===== config.mk =====
export PLATFORM = sky130hd
export DESIGN_NAME = modulo_requester_flat
export DESIGN_NICKNAME = d
export VERILOG_FILES = /design/src/rtl/modulo_requester_pkg.sv /design/src/rtl/modulo_requester_if.sv /design/src/rtl/modreq_watchdog.sv /design/src/rtl/modulo_requester.sv /design/src/flat_wrapper.sv
export VERILOG_INCLUDE_DIRS = /design/src /design/src/rtl
export SDC_FILE = /design/constraint.sdc
export NUM_CORES = 1
export LEC_CHECK = 0
export CORE_MARGIN = 4
export CORE_UTILIZATION = 40
export DETAILED_ROUTE_END_ITERATION = 7
export GPL_TIMING_DRIVEN = 0
export PLACE_DENSITY = 0.79
export SLEW_MARGIN = 20
export SYNTH_ARGS = -nofsm -noshare
export SYNTH_HDL_FRONTEND = slang
export SYNTH_SLANG_ARGS = --single-unit

===== constraint.sdc =====
create_clock -name clk -period 2.65 [get_ports clk]
set_input_delay 0.53 -clock clk [delete_from_list [all_inputs] [get_ports clk]]
set_output_delay 0.53 -clock clk [all_outputs]
set_load 0.02 [all_outputs]

===== src/rtl/modulo_defs.vh =====
// rtl/modulo_defs.vh - shared FSM state encodings and error codes for modulo_requester
`ifndef MODULO_DEFS_VH
`define MODULO_DEFS_VH

`define ST_IDLE     2'd0
`define ST_ISSUE    2'd1
`define ST_WAIT     2'd2
`define ST_RESP     2'd3

`define ERR_OK      2'd0
`define ERR_DIV0    2'd1
`define ERR_TIMEOUT 2'd2

`endif


===== src/rtl/modulo_requester_pkg.sv =====
// rtl/modulo_requester_pkg.sv - state and error-code types for modulo_requester, built from modulo_defs.vh
`include "modulo_defs.vh"

package modulo_requester_pkg;

    typedef enum logic [1:0] {
        IDLE  = `ST_IDLE,
        ISSUE = `ST_ISSUE,
        WAIT  = `ST_WAIT,
        RESP  = `ST_RESP
    } state_t;

    typedef logic [1:0] err_t;

    localparam err_t ERR_OK      = `ERR_OK;
    localparam err_t ERR_DIV0    = `ERR_DIV0;
    localparam err_t ERR_TIMEOUT = `ERR_TIMEOUT;

endpackage


===== src/rtl/modulo_requester_if.sv =====
// rtl/modulo_requester_if.sv - request, response and modulo-unit signal bundle for modulo_requester
interface modulo_requester_if
    import modulo_requester_pkg::*;
#(
    parameter int WIDTH = 16
);
    logic             req_valid_i;
    logic             req_ready_o;
    logic [WIDTH-1:0] req_zahl1_i;
    logic [WIDTH-1:0] req_zahl2_i;
    logic             rsp_valid_o;
    logic             rsp_ready_i;
    logic [WIDTH-1:0] rsp_erg_o;
    err_t             rsp_err_o;
    logic [WIDTH-1:0] mod_zahl1_o;
    logic [WIDTH-1:0] mod_zahl2_o;
    logic             mod_start_o;
    logic             mod_valid_i;
    logic [WIDTH-1:0] mod_erg_i;
    logic             busy_o;

    modport slave (
        input  req_valid_i, req_zahl1_i, req_zahl2_i, rsp_ready_i, mod_valid_i, mod_erg_i,
        output req_ready_o, rsp_valid_o, rsp_erg_o, rsp_err_o,
               mod_zahl1_o, mod_zahl2_o, mod_start_o, busy_o
    );

    modport master (
        output req_valid_i, req_zahl1_i, req_zahl2_i, rsp_ready_i, mod_valid_i, mod_erg_i,
        input  req_ready_o, rsp_valid_o, rsp_erg_o, rsp_err_o,
               mod_zahl1_o, mod_zahl2_o, mod_start_o, busy_o
    );
endinterface


===== src/rtl/modreq_watchdog.sv =====
// rtl/modreq_watchdog.sv - WAIT-state cycle counter that flags expiry on the LIMIT-th enabled cycle
module modreq_watchdog #(
    parameter int LIMIT = 1024
) (
    input  logic clk,
    input  logic rst,
    input  logic clear,
    input  logic enable,
    output logic expired
);
    localparam int CW = (LIMIT > 1) ? $clog2(LIMIT) : 1;

    logic [CW-1:0] count;

    always_ff @(posedge clk) begin
        if (rst || clear) begin
            count <= '0;
        end else if (enable && !expired) begin
            count <= count + CW'(1);
        end
    end

    // count holds the number of completed WAIT cycles, so LIMIT-1 marks the last allowed one
    assign expired = enable && (count == CW'(LIMIT - 1));
endmodule


===== src/rtl/modulo_requester.sv =====
// rtl/modulo_requester.sv - single-outstanding modulo request sequencer; MODREQ_TIMEOUT_EN adds a WAIT watchdog
module modulo_requester
    import modulo_requester_pkg::*;
#(
    parameter int WIDTH          = 16,
    parameter int TIMEOUT_CYCLES = 1024
) (
    input  logic              clk,
    input  logic              rst_i,
    modulo_requester_if.slave bus
);
    state_t           state;
    logic             ready_q;
    logic             busy_q;
    logic             rsp_valid_q;
    logic             mod_start_q;
    logic [WIDTH-1:0] rsp_erg_q;
    err_t             rsp_err_q;
    logic [WIDTH-1:0] op1_q;
    logic [WIDTH-1:0] op2_q;

`ifdef MODREQ_TIMEOUT_EN
    logic expired;

    modreq_watchdog #(
        .LIMIT (TIMEOUT_CYCLES)
    ) u_watchdog (
        .clk     (clk),
        .rst     (rst_i),
        .clear   (state == ISSUE),
        .enable  (state == WAIT),
        .expired (expired)
    );
`else
    logic unused_timeout_cfg;
    assign unused_timeout_cfg = ^TIMEOUT_CYCLES;
`endif

    always_ff @(posedge clk) begin
        if (rst_i) begin
            state       <= IDLE;
            ready_q     <= 1'b1;
            busy_q      <= 1'b0;
            rsp_valid_q <= 1'b0;
            mod_start_q <= 1'b0;
            rsp_erg_q   <= '0;
            rsp_err_q   <= ERR_OK;
            op1_q       <= '0;
            op2_q       <= '0;
        end else begin
            mod_start_q <= 1'b0;
            case (state)
                IDLE: begin
                    if (bus.req_valid_i) begin
                        op1_q   <= bus.req_zahl1_i;
                        op2_q   <= bus.req_zahl2_i;
                        ready_q <= 1'b0;
                        busy_q  <= 1'b1;
                        // trivial cases are answered locally without the modulo unit
                        if (bus.req_zahl2_i == '0) begin
                            state       <= RESP;
                            rsp_valid_q <= 1'b1;
                            rsp_erg_q   <= '0;
                            rsp_err_q   <= ERR_DIV0;
                        end else if (bus.req_zahl1_i < bus.req_zahl2_i) begin
                            state       <= RESP;
                            rsp_valid_q <= 1'b1;
                            rsp_erg_q   <= bus.req_zahl1_i;
                            rsp_err_q   <= ERR_OK;
                        end else begin
                            state       <= ISSUE;
                            mod_start_q <= 1'b1;
                        end
                    end
                end
                ISSUE: state <= WAIT;
                WAIT: begin
                    if (bus.mod_valid_i) begin
                        state       <= RESP;
                        rsp_valid_q <= 1'b1;
                        rsp_erg_q   <= bus.mod_erg_i;
                        rsp_err_q   <= ERR_OK;
                    end
`ifdef MODREQ_TIMEOUT_EN
                    else if (expired) begin
                        state       <= RESP;
                        rsp_valid_q <= 1'b1;
                        rsp_erg_q   <= '0;
                        rsp_err_q   <= ERR_TIMEOUT;
                    end
`endif
                end
                RESP: begin
                    if (bus.rsp_ready_i) begin
                        state       <= IDLE;
                        rsp_valid_q <= 1'b0;
                        ready_q     <= 1'b1;
                        busy_q      <= 1'b0;
                    end
                end
                default: state <= IDLE;
            endcase
        end
    end

    // ready is withheld for the whole reset cycle, not just after the first reset edge
    assign bus.req_ready_o = ready_q & ~rst_i;
    assign bus.busy_o      = busy_q;
    assign bus.rsp_valid_o = rsp_valid_q;
    assign bus.rsp_erg_o   = rsp_erg_q;
    assign bus.rsp_err_o   = rsp_err_q;
    assign bus.mod_start_o = mod_start_q;
    assign bus.mod_zahl1_o = op1_q;
    assign bus.mod_zahl2_o = op2_q;
endmodule


===== src/flat_wrapper.sv =====
// flat-port wrapper written by rule: the top's interface ports become plain ports
module modulo_requester_flat import modulo_requester_pkg::*;
#(
    parameter int WIDTH          = 16,
    parameter int TIMEOUT_CYCLES = 1024
)
  (clk, rst_i, bus_req_valid_i, bus_req_zahl1_i, bus_req_zahl2_i, bus_rsp_ready_i, bus_mod_valid_i, bus_mod_erg_i, bus_req_ready_o, bus_rsp_valid_o, bus_rsp_erg_o, bus_rsp_err_o, bus_mod_zahl1_o, bus_mod_zahl2_o, bus_mod_start_o, bus_busy_o);
  modulo_requester_if #(.WIDTH(WIDTH)) bus_i ();
  input  logic clk;
  input  logic rst_i;
  input wire logic [$bits(bus_i.req_valid_i)-1:0] bus_req_valid_i;
  input wire logic [$bits(bus_i.req_zahl1_i)-1:0] bus_req_zahl1_i;
  input wire logic [$bits(bus_i.req_zahl2_i)-1:0] bus_req_zahl2_i;
  input wire logic [$bits(bus_i.rsp_ready_i)-1:0] bus_rsp_ready_i;
  input wire logic [$bits(bus_i.mod_valid_i)-1:0] bus_mod_valid_i;
  input wire logic [$bits(bus_i.mod_erg_i)-1:0] bus_mod_erg_i;
  output wire logic [$bits(bus_i.req_ready_o)-1:0] bus_req_ready_o;
  output wire logic [$bits(bus_i.rsp_valid_o)-1:0] bus_rsp_valid_o;
  output wire logic [$bits(bus_i.rsp_erg_o)-1:0] bus_rsp_erg_o;
  output wire logic [$bits(bus_i.rsp_err_o)-1:0] bus_rsp_err_o;
  output wire logic [$bits(bus_i.mod_zahl1_o)-1:0] bus_mod_zahl1_o;
  output wire logic [$bits(bus_i.mod_zahl2_o)-1:0] bus_mod_zahl2_o;
  output wire logic [$bits(bus_i.mod_start_o)-1:0] bus_mod_start_o;
  output wire logic [$bits(bus_i.busy_o)-1:0] bus_busy_o;
  assign bus_i.req_valid_i = bus_req_valid_i;
  assign bus_i.req_zahl1_i = bus_req_zahl1_i;
  assign bus_i.req_zahl2_i = bus_req_zahl2_i;
  assign bus_i.rsp_ready_i = bus_rsp_ready_i;
  assign bus_i.mod_valid_i = bus_mod_valid_i;
  assign bus_i.mod_erg_i = bus_mod_erg_i;
  assign bus_req_ready_o = bus_i.req_ready_o;
  assign bus_rsp_valid_o = bus_i.rsp_valid_o;
  assign bus_rsp_erg_o = bus_i.rsp_erg_o;
  assign bus_rsp_err_o = bus_i.rsp_err_o;
  assign bus_mod_zahl1_o = bus_i.mod_zahl1_o;
  assign bus_mod_zahl2_o = bus_i.mod_zahl2_o;
  assign bus_mod_start_o = bus_i.mod_start_o;
  assign bus_busy_o = bus_i.busy_o;
  modulo_requester #(.WIDTH(WIDTH), .TIMEOUT_CYCLES(TIMEOUT_CYCLES)) u_core (.clk(clk), .rst_i(rst_i), .bus(bus_i));
endmodule

* Word level (Yosys, flattened, before mapping)
Cells that the tools add are included.
** Operators by class
- Order comparisons :: 1
- Reductions and logical operators :: 11
- Muxes and demuxes :: 28
- Bitwise logic cells :: 4
- Equal/unequal tests :: 7
** Operators with widths (count)
- $mux 16 :: 4
- $pmux 16 s2 :: 1
- $mux 2 :: 9
- $logic_not 16->1 :: 1
- $lt 16x16->1 :: 1
- $mux 1 :: 9
- $pmux 2 s4 :: 1
- $ne 2x2->1 const B :: 3
- $reduce_and 3->1 :: 2
- $reduce_and 5->1 :: 1
- $eq 2x2->1 const B :: 2
- $pmux 1 s2 :: 2
- $pmux 2 s2 :: 1
- $reduce_and 4->1 :: 1
- $reduce_bool 2->1 :: 2
- $reduce_or 4->1 :: 1
- $ne 3x1->1 const B :: 1
- $not 1->1 :: 3
- $pmux 1 s3 :: 1
- $reduce_bool 3->1 :: 1
- $eq 2x1->1 const B :: 1
- $logic_not 2->1 :: 1
- $reduce_and 2->1 :: 1
- $and 1x1->1 :: 1
** Word-level totals
- Bits of input ports :: 53
- Logic and storage cells :: 60
- Bits in registers :: 56
- Output and inout bits :: 54

* Longest topological paths before layout
Gate-level depths: netlist of the first run.
- Word-level depth :: 5
- Depth in mapped cells :: 10
- Gate-level depth less buffers :: 8

* Worst setup path after synthesis of the first run
Ideal clock, no wire load.
- Path type :: in2reg
- Start :: input port bus_req_zahl2_i[6]
- End :: register u_core.rsp_erg_q[0], in the netlist u_core.bus.rsp_erg_o[0]
- Slack :: 0.029 ns
- Arrival time :: 2.542 ns
- Setup time :: 0.079 ns
- Path buffers :: 2
- Required time :: 2.571 ns
- Stages :: 10
- Path through :: inv_1 ha_1 a21o_1 a221oi_2 o21ai_1 a2111o_1 or3_1 buf_2 buf_6 o221ai_2
** Between the ends
- Cells in the longest elaborated chain, start to end :: 4
- Elaborated cells between the ends (all ways) :: 7
- Classes of those cells :: 1 x order compare; 1 x eq/ne; 3 x mux; 2 x reduce/logical
** Ends and longest elaborated chain
- start: declaration :: RTL line flat_wrapper.sv:13 : input wire logic [$bits(bus_i.req_zahl2_i)-1:0] bus_req_zahl2_i;
- branches (longest 4 deep; another with $lt 16x16->1)
- end signal: assignment :: RTL line modulo_requester.sv:68 : rsp_erg_q <= bus.req_zahl1_i;
- end signal: assignment :: RTL line modulo_requester.sv:81 : rsp_erg_q <= bus.mod_erg_i;
- end: declaration :: RTL line modulo_requester.sv:17 : logic [WIDTH-1:0] rsp_erg_q;
Parallel ways; which one is timed is not known. The select of a mux whose other input is x is not followed.
A chain may end at the register's enable or synchronous reset.

* Worst setup path after layout of the first run
- Start :: input port bus_req_zahl1_i[7]
- End :: register u_core.rsp_erg_q[0], in the netlist u_core.bus.rsp_erg_o[0]
** Between the ends
- Cells in the longest elaborated chain, start to end :: 3
** Ends and longest elaborated chain
- start: declaration :: RTL line flat_wrapper.sv:12 : input wire logic [$bits(bus_i.req_zahl1_i)-1:0] bus_req_zahl1_i;
- $lt 16x16->1 :: RTL line modulo_requester.sv:65 : end else if (bus.req_zahl1_i < bus.req_zahl2_i) begin
- $ne 3x1->1 (no line)
- $reduce_and 4->1 (no line)
Every way passes these cells.

==> results.tsv, run 1 <==
metric	value	unit
H-tree Lvls	2	
syn_nets	428	
DIE WIDTH	91.65	microns
crit-path max cell delay	0.50	ns
status	finished clean	
Die H	91.65	microns
Pwr Total	3.359	mW
DR vias/cell	5.125	
initial antenna violation count	0	
Max-Cap Viols	0	
CTS max path bufs	2	
DP Wirelength	6.646	mm
Pleak	1.655	nW
Worst EP required	2.89	ns
nets	540	
HP Class	flip-flop to flip-flop	
Slew Viols, Final	0	
cts-stage hold buffer count	0	
ranking of synthesized cells by area	dfxtp_1, nand2_1, a21oi_1	
ys async rst share	0	%
dpl ws	-0.9162	ns
number of global-route vias before repair	2979	
sequential-to-total area share from yosys stat	39.34	%
gr ovfl total	0	
Routed WL	8.401	mm
DR WL/cell	14.84	microns
first-pass GRT wire length	14.29	mm
routability cong.	0.9234	
P per Cell Area	816.1	nW/um^2
met3 WL	600	microns
fill count	632	
Met2 Wirelength	4.041	mm
Fmax	387.1	MHz
Core Region	6794	sq um
worst relative slew slack	60.38	%
Slew @ Worst Pin	0.5881	ns
Top Layer Used	met4	
Yosys cell types	40	
Worst setup startpoint	bus_req_zahl1_i[7]	
setup ws final	0.06694	ns
Mapped Cells	357	
Final ANT Viol Nets	0	
DRC	0	
Post-Syn Area	2799	sq um
Metal-1 WL	3.595	mm
Area Overhead vs Synth	47.07	%
row count	30	
period utilisation layout	97.47	%
worst r2r dst	u_core.bus.rsp_erg_o[0]	
port buffer count	105	
Synth top area share	39.34	%
pin count of the biggest net entering global routing	17	
Register-to-Register Path Depth	10	
Vias	2901	
crit path launch type	primary input	
flops & latches, synth	55	
fraction of layout cells with a size suffix above 1	10.00	%
total CTS buffers	5	
most frequent cells in the layout	nand2_1, clkdlybuf4s50_1, dfxtp_1	
io pins	107	
clk root buf	clkbuf_8	
Yosys top cell by area	dfxtp_1	
clk slew on worst S/H paths	0.10	ns
Main synth FF type	dfxtp_1	
worst-case hold slack	0.4623	ns
Mapped Avg Cell Area	7.840	sq um
TritonCTS Sinks	55	
DRT Pass-1 Iters	4	
final setup fails	0	
Initial Util	41.20	%
Top Family by Delay on Critical Path	compound AO/OA/AOI/OAI gates	
min cycle time layout	2.583	ns
Critical Path End Type	flip-flop	
crit path cell chain	clkdlybuf4s15_2 -> ha_4 -> and3_4 -> a221oi_2 -> o21ai_1 -> a2111o_1 -> or3_1 -> buf_6 -> buf_12 -> o221ai_2	
Yosys warnings	0	
CP endpoint	u_core.bus.rsp_erg_o[0]	
Layout Skew	0.004843	ns
RSZ-0062 raised after global routing	false	
CP max-delay cell	a2111o_1	
Clk Latency, worst-skew pair	0.31	ns
commonest non-fill, non-tap cell in the layout	nand2_1	
FF-to-FF Start	u_core.state[0]	
Ant. Diodes	0	
CTS tree	yes	
final core occ	60.59	%
EDFF count, synth	0	
CP max FO	10	
gr usage total	20.90	%
setup slack, reg-to-reg	0.35	ns
Worst Path Arrival	2.82	ns
WS Path Type	primary input to flip-flop	
worst vdd ir	376.1	uV
Critical Path Stages	10	
Hold Vio Cnt, Final	0	
initial DRC count	138	
worst path bufs/invs	3	
full die area	8400	sq um
-- worst min-delay path by stage --
stage	endpoint	start	slack [ns]	depth (start not counted)
after floorplan	u_core.ready_q	u_core.ready_q	0.49	2
after global routing	u_core.bus.mod_zahl2_o[2]	u_core.bus.mod_zahl2_o[2]	0.49	2
after detailed placement	u_core.bus.mod_zahl1_o[11]	u_core.bus.mod_zahl1_o[11]	0.45	2
after global placement	u_core.bus.mod_zahl1_o[11]	u_core.bus.mod_zahl1_o[11]	0.44	2
after CTS	u_core.bus.mod_zahl1_o[4]	u_core.bus.mod_zahl1_o[4]	0.46	2
final	u_core.bus.mod_zahl2_o[13]	u_core.bus.mod_zahl2_o[13]	0.46	2
-- power breakdown --
part | leakage, nW | switching [mW] | internal [mW] | total [mW]
sequential | 0.451 | 0.109 | 1.03 | 1.14
clock | 0.0505 | 0.275 | 0.238 | 0.513
combinational | 1.15 | 0.962 | 0.744 | 1.71
total | 1.65 | 1.35 | 2.01 | 3.36
-- state kept, by name, summed over array words and instances (netlist names) --
register and flops:
u_core.bus.busy_o 1, u_core.bus.mod_start_o 1, u_core.bus.mod_zahl1_o 16, u_core.bus.mod_zahl2_o 16, u_core.bus.rsp_erg_o 16, u_core.bus.rsp_err_o 1, u_core.bus.rsp_valid_o 1, u_core.ready_q 1
u_core.state 2
-- worst min-delay path, delay by kind of cell (launching register included) --
kind	cells	cell delay [ns]
and+or+nand+nor	1	0.05
DFF	1	0.32
AOI/OAI and AO/OA	1	0.05
-- cells by family after synthesis --
kind of cell	share of synthesized area (%)
AND/OR/NAND/NOR	20.65
adder cells (fa/ha/maj)	8.047
multiplexers	0.3576
other	0.1340
AO/OA/AOI/OAI	22.93
flip-flops	39.34
buffers and inverters	8.539
-- per-stage QoR --
| stage | setup TNS [ns] | cell area [sq um] | cells |
|---|---|---|---|
| floorplan | 0 | 2799 | 357 |
| global placement | -12.32 | 3970 | 558 |
| global route | 0 | 4116 | 566 |
| finish | 0 | 4116 | 566 |
| detailed placement | -14.21 | 3970 | 558 |
| CTS | 0 | 4129 | 566 |
-- routing by layer --
layer | track usage (%) | vias to the layer above
met5 | 0 | -
met4 | 6.533 | 0
met3 | 6.153 | 17
met2 | 35.00 | 99
met1 | 25.75 | 1339
li1 | - | 1446
-- layout make-up --
type                            count  area (sq um)  share of cell area, %
Inverter                           38         142.6                  3.465
Tap cell                           96         120.1                  2.918
Sequential cell                    55          1101                  26.75
Clock inverter                      1         7.507                 0.1824
Clock buffer                        7         96.34                  2.340
Timing Repair Buffer              106          1005                  24.41
Multi-Input combinational cell    242          1531                  37.20
Buffer                             21         112.6                  2.736
-- repair_timing --
item	CTS	global route
pin swaps	7	7
endpoints found under the setup margin	18	13
resized for setup	70	11
buffers inserted	0	1
-- cells in the mapped netlist (4+ instances only) --
library cell / n
nand2_1: 83
dfxtp_1: 55
a21oi_1: 54
inv_1: 38
ha_1: 18
and3_1: 17
clkbuf_1: 16
nor2_1: 12
o221ai_2: 10
o221ai_1: 6
o21ai_0: 5
nor4_1: 4
(Power assumes the default switching activity.)
==> inputs of run 2 (changes only) <==
Settings changed: CTS_CLUSTER_DIAMETER set to 40.
==> results of run 2 <==
Final layout, timing and power as in run 1 (identical DEF).
==> inputs of run 3 (changes only) <==
Settings changed: GPL_TIMING_DRIVEN 0 to not set, SLEW_MARGIN 20 to 30.
==> run 3 against run 2 <==
Die area did not move. Clock-buffer cell count down 1. Non-clock buffer count rose by 21. Critical endpoint is now u_core.bus.rsp_erg_o[12]. Largest cell class unchanged.
==> results.tsv, run 3 (synthesis gave the netlist of run 1 again) <==
metric	value	unit
gr usage total	21.27	%
Sequential cell area	1101	sq um
Worst EP required	2.83	ns
fill count	571	
routability cong.	0.8379	
status	finished clean	
Fmax	388.6	MHz
setup TNS	0	ns
CP max-delay cell	a2111o_1	
Die H	91.65	microns
FF-to-FF Start	u_core.state[0]	
Critical Path End Type	flip-flop	
commonest non-fill, non-tap cell in the layout	clkdlybuf4s50_1	
final setup fails	0	
DIE WIDTH	91.65	microns
Final ANT Viol Nets	0	
Slew @ Worst Pin	0.6791	ns
initial antenna violation count	0	
crit-path max cell delay	0.42	ns
Routed WL	9.100	mm
Hold Startpoint	u_core.bus.mod_zahl2_o[11]	
CTS max path bufs	2	
number of global-route vias before repair	3060	
DR WL/cell	15.50	microns
crit path cell chain	clkdlybuf4s15_1 -> inv_1 -> ha_1 -> and3_4 -> a221oi_2 -> o21ai_1 -> a2111o_1 -> buf_6 -> a32oi_4 -> buf_12 -> o221ai_1	
setup slack, reg-to-reg	0.36	ns
Pleak	1.833	nW
RSZ-0062 raised after global routing	false	
HP Class	flip-flop to flip-flop	
pin count of the biggest net entering global routing	40	
CP max FO	8	
clk root buf	clkbuf_8	
crit path launch type	primary input	
port buffer count	105	
DR vias/cell	5.140	
period utilisation layout	97.10	%
Layout Skew	0.009690	ns
worst vdd ir	329.5	uV
min cycle time layout	2.573	ns
Hold Vio Cnt, Final	0	
final instance area	4438	sq um
nets	561	
first-pass GRT wire length	14.70	mm
CTS tree	yes	
Cells after DPL	575	
area of the multi-input gates	1531	sq um
Area Overhead vs Synth	58.56	%
Hold Path Sink	u_core.bus.mod_zahl2_o[11]	
Slew Viols, Final	0	
Max-Cap Viols	0	
TritonCTS Sinks	55	
DP Wirelength	6.880	mm
P per Cell Area	794.7	nW/um^2
row count	30	
worst relative slew slack	54.25	%
Vias	3017	
Worst Path Arrival	2.76	ns
io pins	107	
final core occ	65.32	%
Final Non-Filler Cells	587	
full die area	8400	sq um
most frequent cells in the layout	clkdlybuf4s50_1, nand2_1, dfxtp_1	
Clk Latency, worst-skew pair	0.31	ns
Register-to-Register Path Depth	8	
H-tree Lvls	2	
Core Region	6794	sq um
Pwr Total	3.527	mW
WS Path Type	primary input to flip-flop	
worst r2r dst	u_core.bus.rsp_erg_o[12]	
initial DRC count	178	
Ant. Diodes	0	
gr ovfl total	0	
Initial Util	41.20	%
fraction of layout cells with a size suffix above 1	15.07	%
total CTS buffers	5	
DRT Pass-1 Iters	4	
hold depth	2	
placed cell areas	4219	sq um
DRC	0	
clk slew on worst S/H paths	0.09	ns
## run 3: changes by cell type in the layout (fill, tap and decap cells not counted), moves of 2 or more
| cell | before | now |
|---|---|---|
| buf_12 | 1 | 4 |
| buf_2 | 8 | 0 |
| buf_4 | 4 | 37 |
| clkbuf_1 | 14 | 0 |
| clkbuf_2 | 2 | 0 |
| clkdlybuf4s50_1 | 75 | 89 |
| dlygate4sd2_1 | 15 | 8 |
| ha_1 | 13 | 15 |
| inv_1 | 36 | 38 |
| inv_2 | 2 | 0 |
## run 3: stage by stage
| stage | setup WS [ns] | hold WS [ns] |
|---|---|---|
| 2_1_floorplan | 0.02890 | 0.4936 |
| 3_3_place_gp | -0.4664 | 0.4438 |
| 3_5_place_dp | -0.5878 | 0.4465 |
| 4_1_cts | 0.002526 | 0.4603 |
| 5_1_grt | 0.02042 | 0.4822 |
| 6_report | 0.07673 | 0.4582 |
## run 3: worst max path at each step
stage          slack [ns]                  endpoint               start
6_report             0.08  u_core.bus.rsp_erg_o[12]  bus_req_zahl2_i[7]
5_1_grt              0.02    u_core.bus.rsp_valid_o  bus_req_zahl1_i[9]
4_1_cts             0.003  u_core.bus.rsp_erg_o[12]  bus_req_zahl2_i[4]
3_5_place_dp        -0.59  u_core.bus.rsp_erg_o[13]  bus_req_zahl2_i[2]
3_3_place_gp        -0.47  u_core.bus.rsp_erg_o[15]  bus_req_zahl2_i[6]
2_1_floorplan        0.03   u_core.bus.rsp_erg_o[0]  bus_req_zahl2_i[6]
## run 3: layout make-up
type | instances | area share, %
repair buffers | 148 | 32.59
inverters | 38 | 3.214
multi-input cells | 242 | 34.51
well taps | 96 | 2.707
flip-flops and latches | 55 | 24.81
clock inverters | 2 | 0.3101
clock buffers | 6 | 1.861
## run 3: power by group
| part | internal, mW | switching, mW | leakage [nW] |
|---|---|---|---|
| clock | 0.215 | 0.282 | 0.0516 |
| sequential | 1.03 | 0.116 | 0.451 |
| combinational | 0.860 | 1.02 | 1.33 |
| total | 2.10 | 1.42 | 1.83 |
## run 3: repair_timing
action,in CTS,in global routing
setup buffers,3,0
pin swaps,6,4
gates cloned,1,0
endpoints found under the setup margin,17,18
hold buffers,0,0
gates resized for setup,28,7
## run 3: layer usage
metal  track usage (%)  share of wire [%]  vias to the layer above
met4             5.025                1.5                        0
met3             4.922                6.6                       14
met2             36.03                 50                      118
met1             27.33                 42                     1402
li1                  -                  -                     1483
met5                 0                  0                        -
## run 3: critical path: cells and delay by family
kind            cells  cell delay (ns)
simple gates        1             0.17
fa+ha+maj           1             0.32
buf+inv             4             0.58
compound gates      5             1.16
